<file path="src/rtl/iobus_char_tx_if.sv">
// IO-bus device-side signal bundle plus the outgoing character stream.
// The slave modport is the device; the master modport is the processor/sink side.
interface iobus_char_tx_if;
  logic        iobus_iob_poweron;
  logic        iobus_iob_reset;
  logic        iobus_datao_clear;
  logic        iobus_datao_set;
  logic        iobus_cono_clear;
  logic        iobus_cono_set;
  logic        iobus_iob_fm_datai;
  logic        iobus_iob_fm_status;
  logic        iobus_rdi_pulse;
  logic [3:9]  iobus_ios;
  logic [0:35] iobus_iob_in;
  logic [1:7]  iobus_pi_req;
  logic [0:35] iobus_iob_out;
  logic        iobus_dr_split;
  logic        iobus_rdi_data;
  logic [0:5]  tx_data;
  logic        tx_valid;
  logic        tx_ready;

  modport master (
    output iobus_iob_poweron, iobus_iob_reset, iobus_datao_clear, iobus_datao_set,
           iobus_cono_clear, iobus_cono_set, iobus_iob_fm_datai, iobus_iob_fm_status,
           iobus_rdi_pulse, iobus_ios, iobus_iob_in, tx_ready,
    input  iobus_pi_req, iobus_iob_out, iobus_dr_split, iobus_rdi_data,
           tx_data, tx_valid
  );

  modport slave (
    input  iobus_iob_poweron, iobus_iob_reset, iobus_datao_clear, iobus_datao_set,
           iobus_cono_clear, iobus_cono_set, iobus_iob_fm_datai, iobus_iob_fm_status,
           iobus_rdi_pulse, iobus_ios, iobus_iob_in, tx_ready,
    output iobus_pi_req, iobus_iob_out, iobus_dr_split, iobus_rdi_data,
           tx_data, tx_valid
  );
endinterface

</file>
<file path="src/rtl/iobus_char_tx.sv">
// IO-bus character transmitter: serialises each DATAO word into six 6-bit
// characters (MSB first) on a valid/ready stream, with CONO/CONI and PI request.
module iobus_char_tx #(
  parameter logic [3:9] DEVCODE = 7'o14
) (
  input logic            clk,
  input logic            reset,
  iobus_char_tx_if.slave bus
);

  typedef enum logic [1:0] {
    IDLE = 2'd0,
    SEND = 2'd1,
    LAST = 2'd2
  } state_e;

  state_e      state_q, state_d;
  logic [0:35] buf_q, buf_d;
  logic [0:2]  pia_q, pia_d;
  logic [0:2]  cnt_q, cnt_d;
  logic        busy_q, busy_d;
  logic        done_q, done_d;
  logic        ovf_q, ovf_d;
  logic [1:7]  pi_req_q, pi_req_d;

  logic        sel;
  logic        clear_all;
  logic        datao_clr;
  logic        datao_set;
  logic        cono_clr;
  logic        cono_set;
  logic [0:35] status_word;
  logic [0:35] iob_out;
  logic [0:5]  tx_char;
  logic        unused_rdi;

  always_comb begin
    sel       = (bus.iobus_ios == DEVCODE);
    clear_all = !reset || !bus.iobus_iob_poweron || bus.iobus_iob_reset;
    datao_clr = sel && bus.iobus_datao_clear;
    datao_set = sel && bus.iobus_datao_set;
    cono_clr  = sel && bus.iobus_cono_clear;
    cono_set  = sel && bus.iobus_cono_set;
  end

  // Next-state: FSM and DATAO first, CONO applied on top, bus clear last.
  always_comb begin
    state_d  = state_q;
    buf_d    = buf_q;
    pia_d    = pia_q;
    cnt_d    = cnt_q;
    busy_d   = busy_q;
    done_d   = done_q;
    ovf_d    = ovf_q;
    pi_req_d = '0;

    case (state_q)
      IDLE: begin
        if (datao_set) state_d = SEND;
      end
      SEND: begin
        if (bus.tx_ready) begin
          if (cnt_q == 3'd5) state_d = LAST;
          else               cnt_d   = cnt_q + 3'd1;
        end
      end
      LAST: begin
        state_d = IDLE;
        busy_d  = 1'b0;
        done_d  = 1'b1;
      end
      default: state_d = IDLE;
    endcase

    if (busy_q) begin
      if (datao_clr || datao_set) ovf_d = 1'b1;
    end else begin
      if (datao_clr) buf_d = '0;
      if (datao_set) begin
        buf_d  = buf_d | bus.iobus_iob_in;
        busy_d = 1'b1;
        done_d = 1'b0;
        cnt_d  = '0;
      end
    end

    if (cono_clr) begin
      pia_d  = '0;
      done_d = 1'b0;
      ovf_d  = 1'b0;
    end
    if (cono_set) begin
      pia_d = pia_d | bus.iobus_iob_in[33:35];
      if (bus.iobus_iob_in[32]) begin
        done_d = 1'b0;
        ovf_d  = 1'b0;
      end
    end

    if (clear_all) begin
      state_d = IDLE;
      buf_d   = '0;
      pia_d   = '0;
      cnt_d   = '0;
      busy_d  = 1'b0;
      done_d  = 1'b0;
      ovf_d   = 1'b0;
    end

    // PI request is registered from next-state so it tracks done without lag.
    for (int n = 1; n <= 7; n++) begin
      pi_req_d[n] = done_d && (pia_d == 3'(n));
    end
  end

  always_ff @(posedge clk) begin
    if (!reset) begin
      state_q  <= IDLE;
      buf_q    <= '0;
      pia_q    <= '0;
      cnt_q    <= '0;
      busy_q   <= 1'b0;
      done_q   <= 1'b0;
      ovf_q    <= 1'b0;
      pi_req_q <= '0;
    end else begin
      state_q  <= state_d;
      buf_q    <= buf_d;
      pia_q    <= pia_d;
      cnt_q    <= cnt_d;
      busy_q   <= busy_d;
      done_q   <= done_d;
      ovf_q    <= ovf_d;
      pi_req_q <= pi_req_d;
    end
  end

  always_comb begin
    case (cnt_q)
      3'd0:    tx_char = buf_q[0:5];
      3'd1:    tx_char = buf_q[6:11];
      3'd2:    tx_char = buf_q[12:17];
      3'd3:    tx_char = buf_q[18:23];
      3'd4:    tx_char = buf_q[24:29];
      default: tx_char = buf_q[30:35];
    endcase
  end

  always_comb begin
    status_word        = '0;
    status_word[30]    = ovf_q;
    status_word[31]    = done_q;
    status_word[32]    = busy_q;
    status_word[33:35] = pia_q;

    iob_out = '0;
    if (sel && bus.iobus_iob_fm_datai)  iob_out = iob_out | buf_q;
    if (sel && bus.iobus_iob_fm_status) iob_out = iob_out | status_word;
  end

  assign unused_rdi         = bus.iobus_rdi_pulse;
  assign bus.iobus_iob_out  = iob_out;
  assign bus.iobus_pi_req   = pi_req_q;
  assign bus.iobus_dr_split = 1'b0;
  assign bus.iobus_rdi_data = 1'b0;
  assign bus.tx_valid       = (state_q == SEND);
  assign bus.tx_data        = (state_q == SEND) ? tx_char : 6'd0;

endmodule

</file>
<file path="src/flat_wrapper.sv">
// flat-port wrapper written by rule: the top's interface ports become plain ports
module iobus_char_tx_flat 
#(
  parameter logic [3:9] DEVCODE = 7'o14
)
  (clk, reset, bus_iobus_iob_poweron, bus_iobus_iob_reset, bus_iobus_datao_clear, bus_iobus_datao_set, bus_iobus_cono_clear, bus_iobus_cono_set, bus_iobus_iob_fm_datai, bus_iobus_iob_fm_status, bus_iobus_rdi_pulse, bus_iobus_ios, bus_iobus_iob_in, bus_tx_ready, bus_iobus_pi_req, bus_iobus_iob_out, bus_iobus_dr_split, bus_iobus_rdi_data, bus_tx_data, bus_tx_valid);
  iobus_char_tx_if bus_i ();
  input logic clk;
  input logic reset;
  input wire logic [$bits(bus_i.iobus_iob_poweron)-1:0] bus_iobus_iob_poweron;
  input wire logic [$bits(bus_i.iobus_iob_reset)-1:0] bus_iobus_iob_reset;
  input wire logic [$bits(bus_i.iobus_datao_clear)-1:0] bus_iobus_datao_clear;
  input wire logic [$bits(bus_i.iobus_datao_set)-1:0] bus_iobus_datao_set;
  input wire logic [$bits(bus_i.iobus_cono_clear)-1:0] bus_iobus_cono_clear;
  input wire logic [$bits(bus_i.iobus_cono_set)-1:0] bus_iobus_cono_set;
  input wire logic [$bits(bus_i.iobus_iob_fm_datai)-1:0] bus_iobus_iob_fm_datai;
  input wire logic [$bits(bus_i.iobus_iob_fm_status)-1:0] bus_iobus_iob_fm_status;
  input wire logic [$bits(bus_i.iobus_rdi_pulse)-1:0] bus_iobus_rdi_pulse;
  input wire logic [$bits(bus_i.iobus_ios)-1:0] bus_iobus_ios;
  input wire logic [$bits(bus_i.iobus_iob_in)-1:0] bus_iobus_iob_in;
  input wire logic [$bits(bus_i.tx_ready)-1:0] bus_tx_ready;
  output wire logic [$bits(bus_i.iobus_pi_req)-1:0] bus_iobus_pi_req;
  output wire logic [$bits(bus_i.iobus_iob_out)-1:0] bus_iobus_iob_out;
  output wire logic [$bits(bus_i.iobus_dr_split)-1:0] bus_iobus_dr_split;
  output wire logic [$bits(bus_i.iobus_rdi_data)-1:0] bus_iobus_rdi_data;
  output wire logic [$bits(bus_i.tx_data)-1:0] bus_tx_data;
  output wire logic [$bits(bus_i.tx_valid)-1:0] bus_tx_valid;
  assign bus_i.iobus_iob_poweron = bus_iobus_iob_poweron;
  assign bus_i.iobus_iob_reset = bus_iobus_iob_reset;
  assign bus_i.iobus_datao_clear = bus_iobus_datao_clear;
  assign bus_i.iobus_datao_set = bus_iobus_datao_set;
  assign bus_i.iobus_cono_clear = bus_iobus_cono_clear;
  assign bus_i.iobus_cono_set = bus_iobus_cono_set;
  assign bus_i.iobus_iob_fm_datai = bus_iobus_iob_fm_datai;
  assign bus_i.iobus_iob_fm_status = bus_iobus_iob_fm_status;
  assign bus_i.iobus_rdi_pulse = bus_iobus_rdi_pulse;
  assign bus_i.iobus_ios = bus_iobus_ios;
  assign bus_i.iobus_iob_in = bus_iobus_iob_in;
  assign bus_i.tx_ready = bus_tx_ready;
  assign bus_iobus_pi_req = bus_i.iobus_pi_req;
  assign bus_iobus_iob_out = bus_i.iobus_iob_out;
  assign bus_iobus_dr_split = bus_i.iobus_dr_split;
  assign bus_iobus_rdi_data = bus_i.iobus_rdi_data;
  assign bus_tx_data = bus_i.tx_data;
  assign bus_tx_valid = bus_i.tx_valid;
  iobus_char_tx #(.DEVCODE(DEVCODE)) u_core (.clk(clk), .reset(reset), .bus(bus_i));
endmodule
</file>
<file path="config.mk">
export PLATFORM = sky130hd
export DESIGN_NAME = iobus_char_tx_flat
export DESIGN_NICKNAME = d
export VERILOG_FILES = /design/src/rtl/iobus_char_tx_if.sv /design/src/rtl/iobus_char_tx.sv /design/src/flat_wrapper.sv
export SDC_FILE = /design/constraint.sdc
export NUM_CORES = 1
export LEC_CHECK = 0
export CORE_AREA = 2 2 71 89
export DETAILED_ROUTE_END_ITERATION = 6
export DIE_AREA = 0 0 73 91
export GPL_TIMING_DRIVEN = 0
export PLACE_DENSITY = 0.83
export SYNTH_ARGS = -nofsm -noshare
export SYNTH_HDL_FRONTEND = slang
export SYNTH_SLANG_ARGS = --single-unit
</file>
<file path="constraint.sdc">
create_clock -name clk -period 2.6 [get_ports clk]
set_input_delay 0.26 -clock clk [delete_from_list [all_inputs] [get_ports clk]]
set_output_delay 0.26 -clock clk [all_outputs]
set_load 0.01 [all_outputs]
</file>
======== Word-level counts from Yosys, hierarchy flattened ========
Cells that the tools add are included.
cells by class
  multipliers ............................. 0
  shift operators ......................... 0
  bitwise operators ....................... 4
  reduce and logical (&&, ||, !) cells .... 22
  $lt $le $gt $ge ......................... 0
  div/mod/pow operators ................... 0
  add/sub/neg operators ................... 1
  equal/unequal tests ..................... 18
  multiplexer cells ....................... 34
operator list
  operator             number
  $mux 36              5
  $or 36x36->36        1
  $or 36x6->36         1
  $pmux 6 s5           1
  $mux 3               8
  $eq 3x3->1 const B   6
  $mux 1               15
  $logic_and 1x1->1    13
  $eq 3x2->1 const B   4
  $eq 7x4->1 const B   1
  $eq 3x1->1 const B   2
  $mux 2               3
  $mux 6               1
  $ne 2x1->1 const B   2
  $pmux 2 s2           1
  $add 3x1->3 const B  1
  $logic_not 3->1      1
  $logic_or 1x1->1     3
  $or 3x3->3           1
  $reduce_and 3->1     1
  $eq 2x1->1 const B   1
  $eq 2x2->1 const B   1
  $logic_not 1->1      2
  $logic_not 2->1      1
  other kinds (3)      3
storage, ports and cells
  input bits .............................. 55
  RAM bits ................................ 0
  latch bits .............................. 0
  word-level logic and storage cells ...... 87
  memories kept ........................... 0
  memory bits (read-only) ................. 0
  register bits after elaboration ......... 54

======== Longest topological paths before layout ========
  depth after elaboration ................. 9
  gate-level depth with buffers ........... 8

======== Worst setup path after synthesis ========
No wires, ideal clock.
  path type ............................... register -> output
  from .................................... register u_core.cnt_q[0] in the netlist's numbering
  to ...................................... output port bus_tx_data[1]
  buffers on the path ..................... 2
  cell stages (with the launch flop) ...... 9
  arrival ................................. 1.656 ns
  data required time ...................... 2.340 ns
  slack ................................... 0.684 ns
  cells stage by stage .................... dfxtp_1 buf_2 inv_1 ha_1 nor2_1 o21ai_0 clkbuf_1 o21ai_0 a21oi_1
between the ends
  cells in the longest elaborated chain, start to end .. 3
  elaborated cells on any way between the ends .. 7
  those cells by class .................... 4 x eq/ne; 2 x mux; 1 x reduce/logical
ends and longest elaborated chain
  element                             line                  text
  start, declared                     iobus_char_tx.sv:20   logic [0:2] cnt_q, cnt_d;
  start signal, assigned              iobus_char_tx.sv:130  cnt_q <= cnt_d;
  $eq 3x3->1 (tied with other cells)  iobus_char_tx.sv:139  case (cnt_q)
  $pmux 6 s5 *                        iobus_char_tx.sv:139
  $mux 6 *                            iobus_char_tx.sv:167  assign bus.tx_data = (state_q == SEND) ? tx_char : 6'd0;
  end, declared                       flat_wrapper.sv:26    output wire logic [$bits(bus_i.tx_data)-1:0] bus_tx_data;
Every way passes the cells marked *; elsewhere a longest branch is shown, timed or not.

======== Worst setup path in the final report ========
  from .................................... register u_core.cnt_q[2] in the netlist's numbering
  to ...................................... output port bus_tx_data[5]
The elaborated chain is that of the path after synthesis.

==> results.sh <==
export IMPL_grt_pass1_wl_mm=12.39
export IMPL_worst_hold_slack_ps=473.9
export IMPL_grt_max_degree=16
export IMPL_post_cts_buffers=0
export IMPL_cp_cell_sequence="inv_1 -> ha_1 -> buf_2 -> a22oi_1 -> nor2_1 -> a311oi_1 -> a21oi_1 -> dlygate4sd2_1"
export IMPL_dp_hpwl_mm=5.827
export IMPL_hold_start="u_core.state_q[1]$_SDFFE_PP0P_"
export IMPL_antenna_found_initial=0
export IMPL_hp_class="reg -> reg"
export IMPL_wl_per_cell_um=16.29
export IMPL_crit_required_ps=2340
export IMPL_ir_worst_vdd_mv=0.2321
export IMPL_arrival_ps=2230
export IMPL_hold_viol=0
export IMPL_ys_seq_area_share_pct=41.82
export IMPL_drt_pass1_iterations=4
export IMPL_max_stage_delay_ps=380
export IMPL_reg2reg_from="u_core.busy_q$_SDFF_PP0_"
export IMPL_synth_area_um2=2585
export IMPL_hold_buffers=0
export IMPL_synth_compound_area_share_pct=25.75
export IMPL_power_switching_uw=312.2
export IMPL_grt_pass1_vias=2589
export IMPL_cts_sinks=54
export IMPL_swShare_pct=20.74
export IMPL_dr_total_vias=2627
export IMPL_period_share_pct=95.61
export IMPL_crit_start="u_core.cnt_q[2]$_SDFF_PP0_"
export IMPL_pin_count=107
export IMPL_critPathCaptureType="output pin"
export IMPL_synth_edf_count=0
export IMPL_synth_xor_area_share_pct=0.3388
export IMPL_setup_viol=0
export IMPL_drive_above_1_share_pct=11.47
export IMPL_crit_path_start_kind="flop"
export IMPL_power_internal_mw=1.194
export IMPL_worstPathBufferInverterCount=3
export IMPL_synth_distinct_cells=40
export IMPL_fmax_ghz=0.4023
export IMPL_clock_latency_ps=310
export IMPL_worstMarginPinSlew_ps=539.3
export IMPL_grt_overflow=0
export IMPL_async_flop_share_pct=0
export IMPL_drtIter0Drc=186
export IMPL_crit_family="buffers and inverters"
export IMPL_core_rowCount=31
export IMPL_gp_congestion=0.9623
export IMPL_ys_seq_elements=54
export IMPL_wl_mm=7.607
export IMPL_track_usage_pct=23.33
export IMPL_syn_instance_count=288
export IMPL_pwr_density_cell_nw_per_um2=388.1
export IMPL_p_leak_nw=1.337
export IMPL_core_area_um2=5779
export IMPL_synthSimpleGateAreaFrac_pct=23.72
export IMPL_via_per_inst=5.625
export IMPL_synth_yosys_warnings=0
export IMPL_clkTransAtPathRegs_ps=100
export IMPL_fin_nets=460
export IMPL_status="completed"
export IMPL_finish_utilization_pct=67.14
export IMPL_p_comb_share_pct=7.7
export IMPL_postRouteAntennaNets=0
export IMPL_muxShareOfSynthArea_pct=0.3872
export IMPL_die_height_um=91
export IMPL_ys_flop_type="dfxtp_1"
export IMPL_fin_skew_ps=9.519
export IMPL_crit_fanout=10
export IMPL_die_area_um2=6643
export IMPL_fin_crit_ps=2486
export IMPL_floorplan_initialDensity_pct=44.73
export IMPL_clkPwrFrac_pct=37.4
export IMPL_relSlewSlack_pct=64.05
export IMPL_area_growth_pct=50.10
export IMPL_syn_area_per_cell_um2=8.976
export IMPL_pwr_share_seq_pct=54.9
export IMPL_path_class="reg -> out"
export IMPL_maxSlewViolCount=0
export IMPL_die_width_um=73
export IMPL_portBuffers=103
export IMPL_maxCapViolations=0
export IMPL_cts_tree="done"
export IMPL_cts_buffers=5
export IMPL_antenna_cells=0
export IMPL_slowest_stage="dfxtp_1"
export IMPL_cts_root_buf="clkbuf_8"
export IMPL_synthAdderAreaFrac_pct=2.420
export IMPL_h_tree_depth=2
export IMPL_drc_errors=0
export IMPL_clockBufferDepth=2
export IMPL_synth_top_family_by_area="compound AO/OA/AOI/OAI gates"
[cell families (layout without fill, tap and decap cells)]
family / Yosys count / count (layout)
and+or+nand+nor: 111 / 111
xor gates and xnor gates: 1 / 1
muxes: 1 / 1
buffers and inverters: 28 / 140
AOI/OAI and AO/OA: 87 / 87
adders and majority gates: 5 / 5
other: 1 / 2
DFF: 54 / 54
[sequential cells by signal (all words and copies together) (netlist names)]
name                     cells
u_core.state_q               2
u_core.bus.iobus_pi_req      7
u_core.done_q                1
u_core.ovf_q                 1
u_core.buf_q                36
u_core.cnt_q                 3
u_core.busy_q                1
u_core.pia_q                 3
[metrics by stage]
stage	setup TNS [ps]	setup WS, ps	power (mW)	instances	instance area [um2]
after floorplan	0	683.9	0.8670	289	2589
after global placement	-2332	-99.62	0.9604	458	3702
after detailed placement	-3499	-141.9	0.9605	458	3702
after CTS	0	63.87	1.508	467	3834
after global routing	-13.57	-5.640	1.558	467	3880
final	0	114.1	1.506	467	3880
[cell usage after synthesis, types with 2 or more instances]
| master | number | area, um2 |
|---|---|---|
| inv_1 | 4 | 15.01 |
| nor2_1 | 48 | 180.2 |
| buf_2 | 7 | 35.03 |
| and2_1 | 30 | 187.7 |
| nor3_1 | 6 | 30.03 |
| a21oi_1 | 10 | 50.05 |
| a211oi_1 | 2 | 15.01 |
| a311oi_1 | 6 | 52.55 |
| nor2b_1 | 3 | 18.77 |
| nor4_1 | 4 | 25.02 |
| dfxtp_1 | 54 | 1081 |
| nor4b_2 | 3 | 45.04 |
| clkbuf_1 | 11 | 41.29 |
| o21ai_0 | 8 | 40.04 |
| a22oi_1 | 42 | 315.3 |
| a32o_1 | 15 | 150.1 |
| buf_6 | 2 | 22.52 |
| nand2_1 | 4 | 15.01 |
| ha_1 | 5 | 62.56 |
| buf_4 | 3 | 22.52 |
| nand3_1 | 2 | 10.01 |
[cells in the final DEF (no fill, tap or decap), types with 3 or more instances in the layout]
cell / netlist / layout
a21oi_1: 10 / 10
a22oi_1: 42 / 40
a311oi_2: 0 / 4
a32o_1: 15 / 15
and2_1: 30 / 30
buf_2: 7 / 6
buf_4: 3 / 6
clkbuf_1: 11 / 8
clkbuf_4: 0 / 3
clkbuf_8: 0 / 5
clkdlybuf4s50_1: 0 / 96
dfxtp_1: 54 / 53
dlygate4sd2_1: 0 / 6
ha_1: 5 / 3
inv_1: 4 / 3
nand2_1: 4 / 4
nor2_1: 48 / 48
nor2b_1: 3 / 3
nor3_1: 6 / 5
nor4_1: 4 / 4
nor4b_2: 3 / 3
o21ai_0: 8 / 7
[what timing repair did]
action                                  in CTS  in global routing
resized for setup                           20                 17
gates cloned                                 1                  0
endpoints found under the setup margin      36                 36
[per-layer routing]
metal  GRT usage [%]  wire length, um  up-vias
met4           8.333              142        0
met5               0                0        -
met3           6.548              574       14
met1           27.02             2979     1231
li1                -                -     1282
met2           40.02             3911      100
[cell type report]
cell class | count | area (um2)
timing repair buffer | 104 | 1031
inverter | 4 | 15.01
tap | 66 | 82.58
multi-input combinational | 207 | 1416
sequential | 54 | 1082
clock buffer | 7 | 76.32
buffer | 24 | 146.4
fill | 491 | 1899
clock inverter | 1 | 30.03
[path summary, 6_finish.rpt]
path                                                        to  slack, ps  cells after the start
worst min register to register  u_core.state_q[0]$_SDFFE_PP0P_        470                      1
worst max register to register   u_core.buf_q[13]$_SDFFE_PP0N_        940                      4
worst min-delay path            u_core.state_q[0]$_SDFFE_PP0P_        470                      1
worst max-delay path                            bus_tx_data[5]        110                      8
[power groups by stage]
stage                     clock (mW)  sequential (mW)  combinational, mW
final                          0.563            0.827              0.116
after global routing           0.606            0.827              0.125
after CTS                      0.565            0.827              0.116
after detailed placement           0            0.846              0.114
after global placement             0            0.846              0.114
after floorplan                    0            0.846             0.0210
Note: power is estimated with default switching activity, not from simulation.
